===== src/rtl/matrix_gen_if.sv =====
// Matrix offer port: flat row-major matrix plus its shape and index, handed over on a valid/ready handshake.
interface matrix_gen_if #(
    parameter int MAX_DIM = 5,
    parameter int ELEM_W  = 8
);
    logic [MAX_DIM*MAX_DIM*ELEM_W-1:0] out_matrix_flat;
    logic [3:0]                        out_m;
    logic [3:0]                        out_n;
    logic [3:0]                        out_idx;
    logic                              out_valid;
    logic                              out_ready;

    modport master (
        output out_matrix_flat, out_m, out_n, out_idx, out_valid,
        input  out_ready
    );

    modport slave (
        input  out_matrix_flat, out_m, out_n, out_idx, out_valid,
        output out_ready
    );
endinterface


===== src/rtl/matrix_gen_engine.sv =====
// Random-matrix generator: takes ASCII m, n, count, fills matrices from a 16-bit LFSR by rejection sampling.
// Optional per-command element range (lo, hi digits) enabled by defining GEN_RANGE_CMD_EN.
module matrix_gen_engine #(
    parameter int          MAX_DIM   = 5,
    parameter int          ELEM_W    = 8,
    parameter int          MAX_NUM   = 4,
    parameter int          ELEM_MIN  = 0,
    parameter int          ELEM_MAX  = 9,
    parameter logic [15:0] LFSR_SEED = 16'hACE1
) (
    input  logic              clk,
    input  logic              rst_n,
    input  logic              start_i,
    input  logic [7:0]        uart_data_i,
    input  logic              uart_data_valid_i,
    matrix_gen_if.master      bus,
    output logic              busy_o,
    output logic              gen_done_o,
    output logic              error_o,
    output logic [1:0]        err_code_o
);

    localparam int FLAT_W = MAX_DIM * MAX_DIM * ELEM_W;
    localparam int SPAN   = ELEM_MAX - ELEM_MIN;
    localparam int CW     = ($clog2(SPAN + 1) < 1) ? 1 : $clog2(SPAN + 1);

    typedef enum logic [3:0] {
        S_IDLE, S_RX_M, S_RX_N, S_RX_NUM, S_RX_LO, S_RX_HI,
        S_FILL, S_PRESENT, S_DONE, S_ERR
    } state_e;

    typedef enum logic [1:0] {
        ERR_NONE  = 2'd0,
        ERR_DIM   = 2'd1,
        ERR_COUNT = 2'd2,
        ERR_DIGIT = 2'd3
    } err_e;

    state_e              state_q, state_d;
    err_e                err_code_q, err_code_d;
    logic [15:0]         lfsr_q, lfsr_d;
    logic [3:0]          m_q, m_d, n_q, n_d, num_q, num_d, idx_q, idx_d;
    logic [3:0]          i_q, i_d, j_q, j_d;
    logic [FLAT_W-1:0]   flat_q, flat_d;
    logic [ELEM_W-1:0]   range_lo, range_hi;

`ifdef GEN_RANGE_CMD_EN
    logic [ELEM_W-1:0]   lo_q, lo_d, hi_q, hi_d;
    assign range_lo = lo_q;
    assign range_hi = hi_q;
`else
    assign range_lo = ELEM_W'(ELEM_MIN);
    assign range_hi = ELEM_W'(ELEM_MAX);
`endif

    // Byte decode: for ASCII digits the low nibble is already the value.
    logic       digit_ok, dim_ok, count_ok;
    logic [3:0] digit;
    assign digit_ok = (uart_data_i >= 8'h30) && (uart_data_i <= 8'h39);
    assign digit    = uart_data_i[3:0];
    assign dim_ok   = (digit != 4'd0) && (int'(digit) <= MAX_DIM);
    assign count_ok = (digit != 4'd0) && (int'(digit) <= MAX_NUM);

    logic [CW-1:0]     cand;
    logic              cand_ok;
    logic [ELEM_W-1:0] elem_val;
    int                wr_idx;
    assign cand     = lfsr_q[CW-1:0];
    assign cand_ok  = ELEM_W'(cand) <= (range_hi - range_lo);
    assign elem_val = range_lo + ELEM_W'(cand);
    assign wr_idx   = int'(i_q) * int'(n_q) + int'(j_q);

    logic enter_fill;

    always_comb begin
        // NOTE: every next-state variable is defaulted first so no path can infer a latch.
        state_d    = state_q;
        err_code_d = err_code_q;
        lfsr_d     = lfsr_q;
        m_d        = m_q;
        n_d        = n_q;
        num_d      = num_q;
        idx_d      = idx_q;
        i_d        = i_q;
        j_d        = j_q;
        flat_d     = flat_q;
        enter_fill = 1'b0;
`ifdef GEN_RANGE_CMD_EN
        lo_d       = lo_q;
        hi_d       = hi_q;
`endif
        case (state_q)
            S_IDLE: begin
                if (start_i) begin
                    err_code_d = ERR_NONE;
                    state_d    = S_RX_M;
                end
            end
            S_RX_M: begin
                if (uart_data_valid_i) begin
                    if (!digit_ok) begin
                        err_code_d = ERR_DIGIT;
                        state_d    = S_ERR;
                    end else if (!dim_ok) begin
                        err_code_d = ERR_DIM;
                        state_d    = S_ERR;
                    end else begin
                        m_d     = digit;
                        state_d = S_RX_N;
                    end
                end
            end
            S_RX_N: begin
                if (uart_data_valid_i) begin
                    if (!digit_ok) begin
                        err_code_d = ERR_DIGIT;
                        state_d    = S_ERR;
                    end else if (!dim_ok) begin
                        err_code_d = ERR_DIM;
                        state_d    = S_ERR;
                    end else begin
                        n_d     = digit;
                        state_d = S_RX_NUM;
                    end
                end
            end
            S_RX_NUM: begin
                if (uart_data_valid_i) begin
                    if (!digit_ok) begin
                        err_code_d = ERR_DIGIT;
                        state_d    = S_ERR;
                    end else if (!count_ok) begin
                        err_code_d = ERR_COUNT;
                        state_d    = S_ERR;
                    end else begin
                        num_d = digit;
                        idx_d = 4'd0;
`ifdef GEN_RANGE_CMD_EN
                        state_d = S_RX_LO;
`else
                        state_d    = S_FILL;
                        enter_fill = 1'b1;
`endif
                    end
                end
            end
`ifdef GEN_RANGE_CMD_EN
            S_RX_LO: begin
                if (uart_data_valid_i) begin
                    if (!digit_ok || int'(digit) < ELEM_MIN || int'(digit) > ELEM_MAX) begin
                        err_code_d = ERR_DIGIT;
                        state_d    = S_ERR;
                    end else begin
                        lo_d    = ELEM_W'(digit);
                        state_d = S_RX_HI;
                    end
                end
            end
            S_RX_HI: begin
                if (uart_data_valid_i) begin
                    if (!digit_ok || ELEM_W'(digit) < lo_q || int'(digit) > ELEM_MAX) begin
                        err_code_d = ERR_DIGIT;
                        state_d    = S_ERR;
                    end else begin
                        hi_d       = ELEM_W'(digit);
                        state_d    = S_FILL;
                        enter_fill = 1'b1;
                    end
                end
            end
`endif
            S_FILL: begin
                lfsr_d = {lfsr_q[14:0], lfsr_q[15] ^ lfsr_q[13] ^ lfsr_q[12] ^ lfsr_q[10]};
                if (cand_ok) begin
                    for (int k = 0; k < MAX_DIM * MAX_DIM; k++) begin
                        if (k == wr_idx) flat_d[k*ELEM_W +: ELEM_W] = elem_val;
                    end
                    if (j_q == n_q - 4'd1) begin
                        j_d = 4'd0;
                        if (i_q == m_q - 4'd1) state_d = S_PRESENT;
                        else                   i_d     = i_q + 4'd1;
                    end else begin
                        j_d = j_q + 4'd1;
                    end
                end
            end
            S_PRESENT: begin
                if (bus.out_ready) begin
                    if (idx_q == num_q - 4'd1) begin
                        state_d = S_DONE;
                    end else begin
                        idx_d      = idx_q + 4'd1;
                        state_d    = S_FILL;
                        enter_fill = 1'b1;
                    end
                end
            end
            S_DONE:  state_d = S_IDLE;
            S_ERR:   state_d = S_RX_M;
            default: state_d = S_IDLE;
        endcase

        if (enter_fill) begin
            flat_d = '0;
            i_d    = 4'd0;
            j_d    = 4'd0;
        end
    end

    // NOTE: sequential state uses <= so every register samples pre-edge values.
    always_ff @(posedge clk) begin
        if (!rst_n) begin
            state_q    <= S_IDLE;
            err_code_q <= ERR_NONE;
            lfsr_q     <= LFSR_SEED;
            m_q        <= 4'd0;
            n_q        <= 4'd0;
            num_q      <= 4'd0;
            idx_q      <= 4'd0;
            i_q        <= 4'd0;
            j_q        <= 4'd0;
            flat_q     <= '0;
`ifdef GEN_RANGE_CMD_EN
            lo_q       <= ELEM_W'(ELEM_MIN);
            hi_q       <= ELEM_W'(ELEM_MAX);
`endif
        end else begin
            state_q    <= state_d;
            err_code_q <= err_code_d;
            lfsr_q     <= lfsr_d;
            m_q        <= m_d;
            n_q        <= n_d;
            num_q      <= num_d;
            idx_q      <= idx_d;
            i_q        <= i_d;
            j_q        <= j_d;
            flat_q     <= flat_d;
`ifdef GEN_RANGE_CMD_EN
            lo_q       <= lo_d;
            hi_q       <= hi_d;
`endif
        end
    end

    assign bus.out_matrix_flat = flat_q;
    assign bus.out_m           = m_q;
    assign bus.out_n           = n_q;
    assign bus.out_idx         = idx_q;
    assign bus.out_valid       = (state_q == S_PRESENT);
    assign busy_o              = (state_q == S_FILL) || (state_q == S_PRESENT);
    assign gen_done_o          = (state_q == S_DONE);
    assign error_o             = (state_q == S_ERR);
    assign err_code_o          = err_code_q;

endmodule


===== src/flat_wrapper.sv =====
// flat-port wrapper written by rule: the top's interface ports become plain ports
module matrix_gen_engine_flat 
#(
    parameter int          MAX_DIM   = 5,
    parameter int          ELEM_W    = 8,
    parameter int          MAX_NUM   = 4,
    parameter int          ELEM_MIN  = 0,
    parameter int          ELEM_MAX  = 9,
    parameter logic [15:0] LFSR_SEED = 16'hACE1
)
  (clk, rst_n, start_i, uart_data_i, uart_data_valid_i, busy_o, gen_done_o, error_o, err_code_o, bus_out_matrix_flat, bus_out_m, bus_out_n, bus_out_idx, bus_out_valid, bus_out_ready);
  matrix_gen_if #(.MAX_DIM(MAX_DIM), .ELEM_W(ELEM_W)) bus_i ();
  input  logic clk;
  input  logic rst_n;
  input  logic start_i;
  input  logic [7:0] uart_data_i;
  input  logic uart_data_valid_i;
  output logic busy_o;
  output logic gen_done_o;
  output logic error_o;
  output logic [1:0] err_code_o;
  output wire logic [$bits(bus_i.out_matrix_flat)-1:0] bus_out_matrix_flat;
  output wire logic [$bits(bus_i.out_m)-1:0] bus_out_m;
  output wire logic [$bits(bus_i.out_n)-1:0] bus_out_n;
  output wire logic [$bits(bus_i.out_idx)-1:0] bus_out_idx;
  output wire logic [$bits(bus_i.out_valid)-1:0] bus_out_valid;
  input wire logic [$bits(bus_i.out_ready)-1:0] bus_out_ready;
  assign bus_out_matrix_flat = bus_i.out_matrix_flat;
  assign bus_out_m = bus_i.out_m;
  assign bus_out_n = bus_i.out_n;
  assign bus_out_idx = bus_i.out_idx;
  assign bus_out_valid = bus_i.out_valid;
  assign bus_i.out_ready = bus_out_ready;
  matrix_gen_engine #(.MAX_DIM(MAX_DIM), .ELEM_W(ELEM_W), .MAX_NUM(MAX_NUM), .ELEM_MIN(ELEM_MIN), .ELEM_MAX(ELEM_MAX), .LFSR_SEED(LFSR_SEED)) u_core (.clk(clk), .rst_n(rst_n), .start_i(start_i), .uart_data_i(uart_data_i), .uart_data_valid_i(uart_data_valid_i), .bus(bus_i), .busy_o(busy_o), .gen_done_o(gen_done_o), .error_o(error_o), .err_code_o(err_code_o));
endmodule

===== config.mk =====
export PLATFORM = sky130hd
export DESIGN_NAME = matrix_gen_engine_flat
export DESIGN_NICKNAME = d
export VERILOG_FILES = /design/src/rtl/matrix_gen_if.sv /design/src/rtl/matrix_gen_engine.sv /design/src/flat_wrapper.sv
export SDC_FILE = /design/constraint.sdc
export NUM_CORES = 1
export LEC_CHECK = 0
export CORE_UTILIZATION = 48
export DETAILED_ROUTE_END_ITERATION = 12
export PLACE_DENSITY = 0.82
export REMOVE_ABC_BUFFERS = 1
export SLEW_MARGIN = 20
export SYNTH_ARGS = -nofsm -noshare
export SYNTH_HDL_FRONTEND = slang
export SYNTH_SLANG_ARGS = --single-unit

===== constraint.sdc =====
create_clock -name clk -period 5.4 [get_ports clk]
set_clock_uncertainty 0.2 [all_clocks]
set_input_delay 1.35 -clock clk [delete_from_list [all_inputs] [get_ports clk]]
set_output_delay 1.35 -clock clk [all_outputs]
set_load 0.02 [all_outputs]

Word-level counts from Yosys, hierarchy flattened

Cells that the tools add are included.

Bits in latches: 0
Memories kept: 0
Memory bits (writable): 0
Memory bits (read-only): 0
Bits in registers: 146

Shifts and indexed selects: 0
Multipliers: 1
Add/sub/neg operators: 7
Eq/ne operators: 48
Order comparisons: 5
Multiplexer cells: 37
Divide/modulo/power cells: 0
Reductions and logical operators: 44
Bitwise operators: 5

Operator list:

| cell                                                                                | count |
|---|---|
| 6-bit by 32-bit equality test with 1-bit output, first input constant               | 9 |
| 5-bit by 32-bit equality test with 1-bit output, first input constant               | 8 |
| 4-bit by 32-bit equality test with 1-bit output, first input constant               | 4 |
| 4-bit 2-to-1 mux                                                                    | 21 |
| 3-bit AND reduction                                                                 | 25 |
| 3-bit by 32-bit equality test with 1-bit output, first input constant               | 2 |
| 32-bit by 5-bit adder with 32-bit output                                            | 1 |
| 2-bit by 32-bit equality test with 1-bit output, first input constant               | 1 |
| 32-bit zero test                                                                    | 1 |
| 4-bit case mux with 7 select lines                                                  | 1 |
| 4-bit AND reduction                                                                 | 4 |
| 2-bit 2-to-1 mux                                                                    | 7 |
| 2-bit by 1-bit != test with 1-bit output, second input constant                     | 7 |
| 4-bit by 1-bit adder with 4-bit output, second input constant                       | 3 |
| 4-bit equality test                                                                 | 3 |
| 6-bit AND reduction                                                                 | 2 |
| 4-bit by 1-bit subtractor with 4-bit output, second input constant                  | 3 |
| 2-bit != test, second input constant                                                | 5 |
| 4-bit by 2-bit equality test with 1-bit output, second input constant               | 2 |
| 4-bit by 3-bit equality test with 1-bit output, second input constant               | 2 |
| 4-bit equality test, second input constant                                          | 2 |
| 8-bit by 6-bit greater-or-equal comparator with 1-bit output, second input constant | 1 |
| 4-bit by 3-bit <= comparator with 1-bit output, second input constant               | 2 |
| 8-bit by 6-bit <= comparator with 1-bit output, second input constant               | 1 |
| other kinds (19)                                                                    | 30 |

Longest topological paths before layout

Gate-level depths: netlist (run 1).

Depth in word-level cells: 7
Gate-level depth with buffers: 16

Worst setup path after synthesis (run 1)

Ideal clock, no wire load.

Kind: reg2reg
Start: register u_core.i_q[0]
End: register u_core.flat_q[128] (netlist: u_core.bus.out_matrix_flat[128])
Data required time: 5,068 ps
Path buffers: 2
Cell stages (with the launch flop): 15
Arrival: 4,014 ps
Clock period less this slack: 4,346 ps
Setup time: 132 ps
Path slack: 1,054 ps
Cell sequence: dfxtp_1 -> clkbuf_1 -> nand2_1 -> fa_1 -> fa_1 -> inv_1 -> fa_1 -> ha_1 -> nor2_1 -> a21oi_1 -> o311ai_0 -> o31ai_1 -> or4_1 -> clkbuf_1 -> mux2i_1

Longest elaborated chain between the ends: 4

RTL lines:

| item                                            | RTL line                 | RTL |
|---|---|---|
| start, declared                                 | matrix_gen_engine.sv:43  | `logic [3:0] i_q, i_d, j_q, j_d;` |
| start signal, assigned                          | matrix_gen_engine.sv:235 | `i_q <= i_d;` |
| 4-bit by 4-bit multiplier with 8-bit output     | matrix_gen_engine.sv:71  | `assign wr_idx = int'(i_q) * int'(n_q) + int'(j_q);` |
| 32-bit by 5-bit adder with 32-bit output        | matrix_gen_engine.sv:71  |  |
| 6-bit by 32-bit equality test with 1-bit output | matrix_gen_engine.sv:176 | `if (k == wr_idx) flat_d[k*ELEM_W +: ELEM_W] = elem_val;` |
| 3-bit AND reduction (no source line)            | --                       |  |
| end signal, assigned                            | matrix_gen_engine.sv:237 | `flat_q <= flat_d;` |
| end, declared                                   | matrix_gen_engine.sv:44  | `logic [FLAT_W-1:0] flat_q, flat_d;` |

Every way passes these cells.
A chain may end at the register's enable or synchronous reset.

Final worst setup path (run 1)

Start: register u_core.i_q[0]
End: register u_core.flat_q[113] (netlist: u_core.bus.out_matrix_flat[113])

Longest elaborated chain between the ends: 4

RTL lines:

| item                                            | RTL line |
|---|---|
| 4-bit by 4-bit multiplier with 8-bit output     | matrix_gen_engine.sv:71 |
| 32-bit by 5-bit adder with 32-bit output        | matrix_gen_engine.sv:71 |
| 5-bit by 32-bit equality test with 1-bit output | matrix_gen_engine.sv:176 |
| 3-bit AND reduction (no source line)            | -- |

Every way passes these cells.

==> reports/qor.txt, run 1 <==
Outcome = completed
Final-report max-slew violation count = 0
P_leak = 4.06 nW
Core ar. = 15,400 um2
Hold path endpoint = u_core.bus.out_matrix_flat[129]
Final period utilization = 89.4%
Sequential fraction of the synthesis area = 38.3%
Ys flop type = dfxtp_1
CP endpoint kind = flip-flop
Initial DRC count = 343
Area leader, netlist = dfxtp_1
FILL cells = 1,312
Reg2reg setup slack = 570 ps
I/O pin total = 231
Post-synth EDFFs = 0
Drt total wl = 16,600 um
CP arrival = 4980 ps
Clk_lat worst skew = 420 ps
Die width = 128 um
Worst hold path type = flip-flop to flip-flop
Hpwl dp = 11,700 um
Clock slew seen by the registers of the worst setup and hold paths = 60 ps
Crit path buffers/inverters = 2
Avg WL per Cell = 14.1 um
Kind of critical path = flip-flop to flip-flop
Drt first pass iters = 5
Clock Tree Buf Depth = 2
Final Critical Period = 4830 ps
Worst slew pin tran = 883 ps
Post-CTS Setup Bufs = 0
# hold bufs at CTS = 0
Final #Nets = 996
Mean Syn Cell Area = 8.92 um2
Final setup fails = 0
Yosys cell types = 55
Total grt overflow = 0
Die area = 16,400 um2
First-pass GRT wire length = 26,900 um
R2R Path End = u_core.bus.out_matrix_flat[113]
CTS tree = built
HP Start = u_core.bus.out_matrix_flat[129]
Peak supply drop = 244 uV
Routed vias = 5,858
RSZ-0062 raised after global routing = false
Synthesis Warnings = 0
Largest delay share family, worst path = adder cells
Hold depth = 2
Total track usage = 20.8%
Layout cells sized above 1 = 4.54%
Slowest-stage cell, CP = a2111oi_0
Most common cell on crit path = fa_1
Largest register FFs = 100
Max cap viols = 0
Largest net degree at the start of global routing = 58
Sum Neg Setup Slack = 0 ps
Std cell rows = 45
WP data required = 5550 ps
Via/cell ratio = 4.96
PwrDens = 279 nW/um2
Post-Syn Instances = 855
CTS resizes = 0
Antenna diodes = 0
Synth top area cells = dfxtp_1 38%, mux2i_1 13%, buf_4 9.9%
H-tree levels = 4
Maximum clock frequency = 0.207 GHz
Most frequent cells in the layout = 148 x nand2_1, 146 x dfxtp_1, 130 x clkdlybuf4s50_1
Crit Reg-Reg Startpoint = u_core.i_q[0]
Die H = 128 um
Synthesized cell area = 7620 um2
# DRC = 0
Final Hold Vio Count = 0
Flops & latches, synth = 146
Ys async rst share = 0%
Crit path cell chain = nand2_1 > fa_1 > fa_1 > inv_1 > ha_1 > a211oi_1 > nor3b_1 > a2111oi_0 > nand4_1 > buf_4 > nor2_1 > mux2i_1
ANT nets after route = 0
Via count of the first global-routing pass = 5,501
Crit path max fanout = 19
Routability cong. = 0.808
Register-to-Register Path Depth = 12
CTS Buf Count = 17
Clk sink count = 146
Commonest non-fill, non-tap cell in the layout = nand2_1
CP Launch Type = flip-flop
Fin Hold WS = 259 ps
Share of the synthesized area in the top cell type = 38.3%
Initial Utilization = 49.6%
Area Overhead vs Synth = 20.7%
Initial antenna violation count = 0
CP max stage delay = 770 ps
CTS root buf = clkbuf_16
Relative slew slack = 39.6%
Port bufs = 130
-- worst register-to-register path, delay by kind of cell (launching register included) --
family,cells,cell delay [ps]
and+or+nand+nor,4,1010
muxes,1,230
buffers and inverters,2,420
DFF,1,470
adders and majority gates,3,1400
AOI/OAI and AO/OA,2,1040
-- Yosys cell counts, types with 2 or more instances --
cell / count
xnor2_1: 18
dfxtp_1: 146
nand4bb_1: 3
nand2_1: 148
or4b_1: 3
or4_1: 8
a211o_1: 3
clkbuf_1: 39
and3_1: 3
and3b_1: 2
or3_1: 5
inv_1: 20
buf_4: 101
nor2b_1: 14
fa_1: 5
o21ai_1: 17
nand2b_1: 9
xor2_1: 13
a2111oi_0: 3
nor3b_1: 3
and2_1: 14
o211a_1: 2
o21a_1: 3
a211oi_1: 2
ha_1: 22
nor3_1: 13
nand4_1: 5
o31ai_1: 3
buf_2: 14
a21boi_0: 10
mux2i_1: 96
o21ai_0: 8
a21oi_1: 12
nand3_1: 20
o211ai_1: 20
nand3b_1: 2
nor2_1: 26
or2_1: 3
-- per-layer routing --
layer  vias up  part of all wire, %  track usage [%]
li1       2897                    -                -
met1      2758                   44             25.7
met2       179                   49             35.0
met3        24                  5.2             4.92
met4         0                  1.7             7.96
met5         -                    0                0
-- cells by family (layout without fill, tap and decap cells) --
group | count (synthesis) | after routing | share of synthesized area, %
adders and majority gates | 27 | 27 | 4.92
and+or+nand+nor | 287 | 287 | 18.2
other | 1 | 100 | 0.0492
muxes | 96 | 96 | 12.6
xor gates and xnor gates | 32 | 32 | 3.77
AOI/OAI and AO/OA | 92 | 92 | 8.35
DFF | 146 | 146 | 38.3
buffers and inverters | 174 | 189 | 13.8
-- power breakdown --
group          switching, mW  total [mW]  internal (mW)
Clock                  0.443        1.10          0.653
Combinational          0.212       0.326          0.114
Sequential            0.0397        1.14           1.11
Total                  0.695        2.57           1.87
-- worst max-delay path by stage --
stage              startpoint                              end  slack, ps  cells after the start
6_report        u_core.i_q[0]  u_core.bus.out_matrix_flat[113]        570                     12
5_1_grt         u_core.i_q[0]  u_core.bus.out_matrix_flat[115]        270                     12
4_1_cts         u_core.i_q[0]  u_core.bus.out_matrix_flat[113]        640                     12
3_5_place_dp    u_core.i_q[0]  u_core.bus.out_matrix_flat[115]        670                     13
3_3_place_gp    u_core.i_q[0]  u_core.bus.out_matrix_flat[112]        880                     13
2_1_floorplan  uart_data_i[0]  u_core.bus.out_matrix_flat[112]        150                      6
-- through the flow --
step	setup slack, ps	total power [mW]	util, %	cells	cell area [um2]
2_1_floorplan	150	1.40	-	800	7020
3_3_place_gp	879	1.48	56.3	1148	8660
6_report	570	2.57	59.9	1180	9210
4_1_cts	639	2.57	59.9	1180	9210
3_5_place_dp	671	1.49	56.3	1148	8660
5_1_grt	275	2.67	59.9	1180	9210
-- cell type report --
| class | count | area [um2] | area share (%) |
|---|---|---|---|
| Clock inverter | 10 | 85.1 | 0.924 |
| Tap cell | 211 | 264 | 2.87 |
| Inverter | 20 | 75.1 | 0.816 |
| Sequential cell | 146 | 2920 | 31.8 |
| Multi-Input combinational cell | 634 | 4030 | 43.8 |
| Clock buffer | 22 | 464 | 5.04 |
| Timing Repair Buffer | 137 | 1370 | 14.8 |
No activity file was read; power rests on OpenSTA's default activity.
==> inputs of run 2 (changes only) <==
- CORE_UTILIZATION: 48 -> 45
- PLACE_DENSITY: 0.82 -> 0.77
==> reports/qor.txt, run 2 (same netlist as run 1, synthesis figures left out) <==
Largest register FFs = 100
First-pass GRT wire length = 27,700 um
Dpl cells = 1,159
Multi-input gate area = 4030 um2
Reg area = 2920 um2
WP data required = 5550 ps
Gate power share = 12.5%
Largest net degree at the start of global routing = 101
Clock slew seen by the registers of the worst setup and hold paths = 60 ps
Final-report max-slew violation count = 0
Final Hold Vio Count = 0
Worst hold path type = flip-flop to flip-flop
Commonest non-fill, non-tap cell in the layout = nand2_1
Final non-filler cell total = 1,190
CTS resizes = 0
Most common cell on crit path = fa_1
HP Start = u_core.bus.out_matrix_flat[163]
Crit path launch = u_core.i_q[0]
Kind of critical path = flip-flop to flip-flop
Area Overhead vs Synth = 21.3%
Final Critical Period = 4800 ps
Slowest-stage cell, CP = o31ai_1
Finished Cell Area = 9250 um2
Total grt overflow = 0
Seq pwr share = 43.4%
Clock Tree Buf Depth = 2
PwrDens = 285 nW/um2
RSZ-0062 raised after global routing = false
Die H = 132 um
Area after DPL = 8670 um2
Std cell rows = 47
Max cap viols = 0
Total track usage = 19.9%
P_leak = 4.07 nW
Avg WL per Cell = 14.4 um
Switching Fraction = 27.6%
Maximum clock frequency = 0.208 GHz
Largest delay share family, worst path = adder cells
Final #Nets = 998
Antenna diodes = 0
Initial Utilization = 46.0%
Clock share of power = 44.1%
H-tree levels = 4
FILL cells = 1,459
Fin Hold WS = 258 ps
Layout cells sized above 1 = 4.74%
CTS Buf Count = 17
Most frequent cells in the layout = 148 x nand2_1, 146 x dfxtp_1, 130 x clkdlybuf4s50_1
Clk sink count = 146
Relative slew slack = 23.0%
Pint = 1.91 mW
Drt total wl = 17,100 um
Crit path max fanout = 9
# hold bufs at CTS = 0
Final Core Density = 55.8%
Core ar. = 16,600 um2
I/O pin total = 231
Drt first pass iters = 7
Port bufs = 130
Outcome = completed
Clk_lat worst skew = 430 ps
Routability cong. = 0.851
# DRC = 0
Final setup fails = 0
Final period utilization = 88.9%
Initial DRC count = 414
Routed vias = 5,935
Post-CTS Setup Bufs = 0
Die area = 17,500 um2
Crit Reg-Reg Startpoint = u_core.i_q[0]
CP Launch Type = flip-flop
CTS tree = built
Switching power = 728 uW
CTS root buf = clkbuf_16
Via count of the first global-routing pass = 5,396
Crit path buffers/inverters = 1
ANT nets after route = 0
CP endpoint kind = flip-flop
CP arrival = 4950 ps
Crit path cell chain = nand2_1 > fa_1 > fa_1 > inv_1 > fa_1 > ha_1 > nor2_1 > a21oi_1 > and2_1 > o31ai_1 > or4_1 > mux2i_1
Hpwl dp = 11,800 um
Via/cell ratio = 4.99
CP max stage delay = 940 ps
Initial antenna violation count = 0
Worst slew pin tran = 1150 ps
Die width = 132 um
Sum Neg Setup Slack = 0 ps
Peak supply drop = 229 uV
run 2: worst paths after layout:
path	slack, ps	cells after the start	end
setup / recovery	600	12	u_core.bus.out_matrix_flat[168]
hold / removal	260	2	u_core.bus.out_matrix_flat[163]
setup reg to reg	600	12	u_core.bus.out_matrix_flat[168]
hold reg to reg	260	2	u_core.bus.out_matrix_flat[163]
run 2: per-stage QoR:
step / power, mW / setup WS (ps)
2_1_floorplan: 1.40 / 150
3_3_place_gp: 1.49 / 768
3_5_place_dp: 1.49 / 695
4_1_cts: 2.65 / 651
5_1_grt: 2.74 / 377
6_report: 2.64 / 601
run 2: layer usage:
metal | vias to the layer above | part of all wire (%) | GRT usage [%]
li1 | 2895 | - | -
met1 | 2826 | 45 | 24.9
met2 | 194 | 49 | 33.2
met3 | 20 | 5.4 | 5.31
met4 | 0 | 1.2 | 6.32
met5 | - | 0 | 0
run 2: power groups by stage:
stage	Combinational [mW]	Clock (mW)	Sequential (mW)
2_1_floorplan	0.237	0	1.16
3_3_place_gp	0.320	0	1.17
3_5_place_dp	0.324	0	1.17
4_1_cts	0.326	1.18	1.14
5_1_grt	0.360	1.23	1.15
6_report	0.330	1.17	1.14
run 2: worst reg2reg max path: stages (launching register included):
cell     delay (ps)
dfxtp_1         490
nand2_1         140
fa_1            510
fa_1            550
inv_1            70
fa_1            470
ha_1            350
nor2_1          140
a21oi_1          90
and2_1          180
o31ai_1         940
or4_1           380
mux2i_1         230
run 2: cell type report:
class	instances	area share, %
clock buffers	20	4.83
inverters	20	0.812
well taps	220	2.98
multi-input cells	634	43.6
clock inverters	11	1.42
flip-flops and latches	146	31.6
repair buffers	139	14.8
==> inputs of run 3 (changes only) <==
- CAP_MARGIN: not set -> 0
==> results of run 3 <==
Final layout, timing and power as in run 2 (identical DEF).
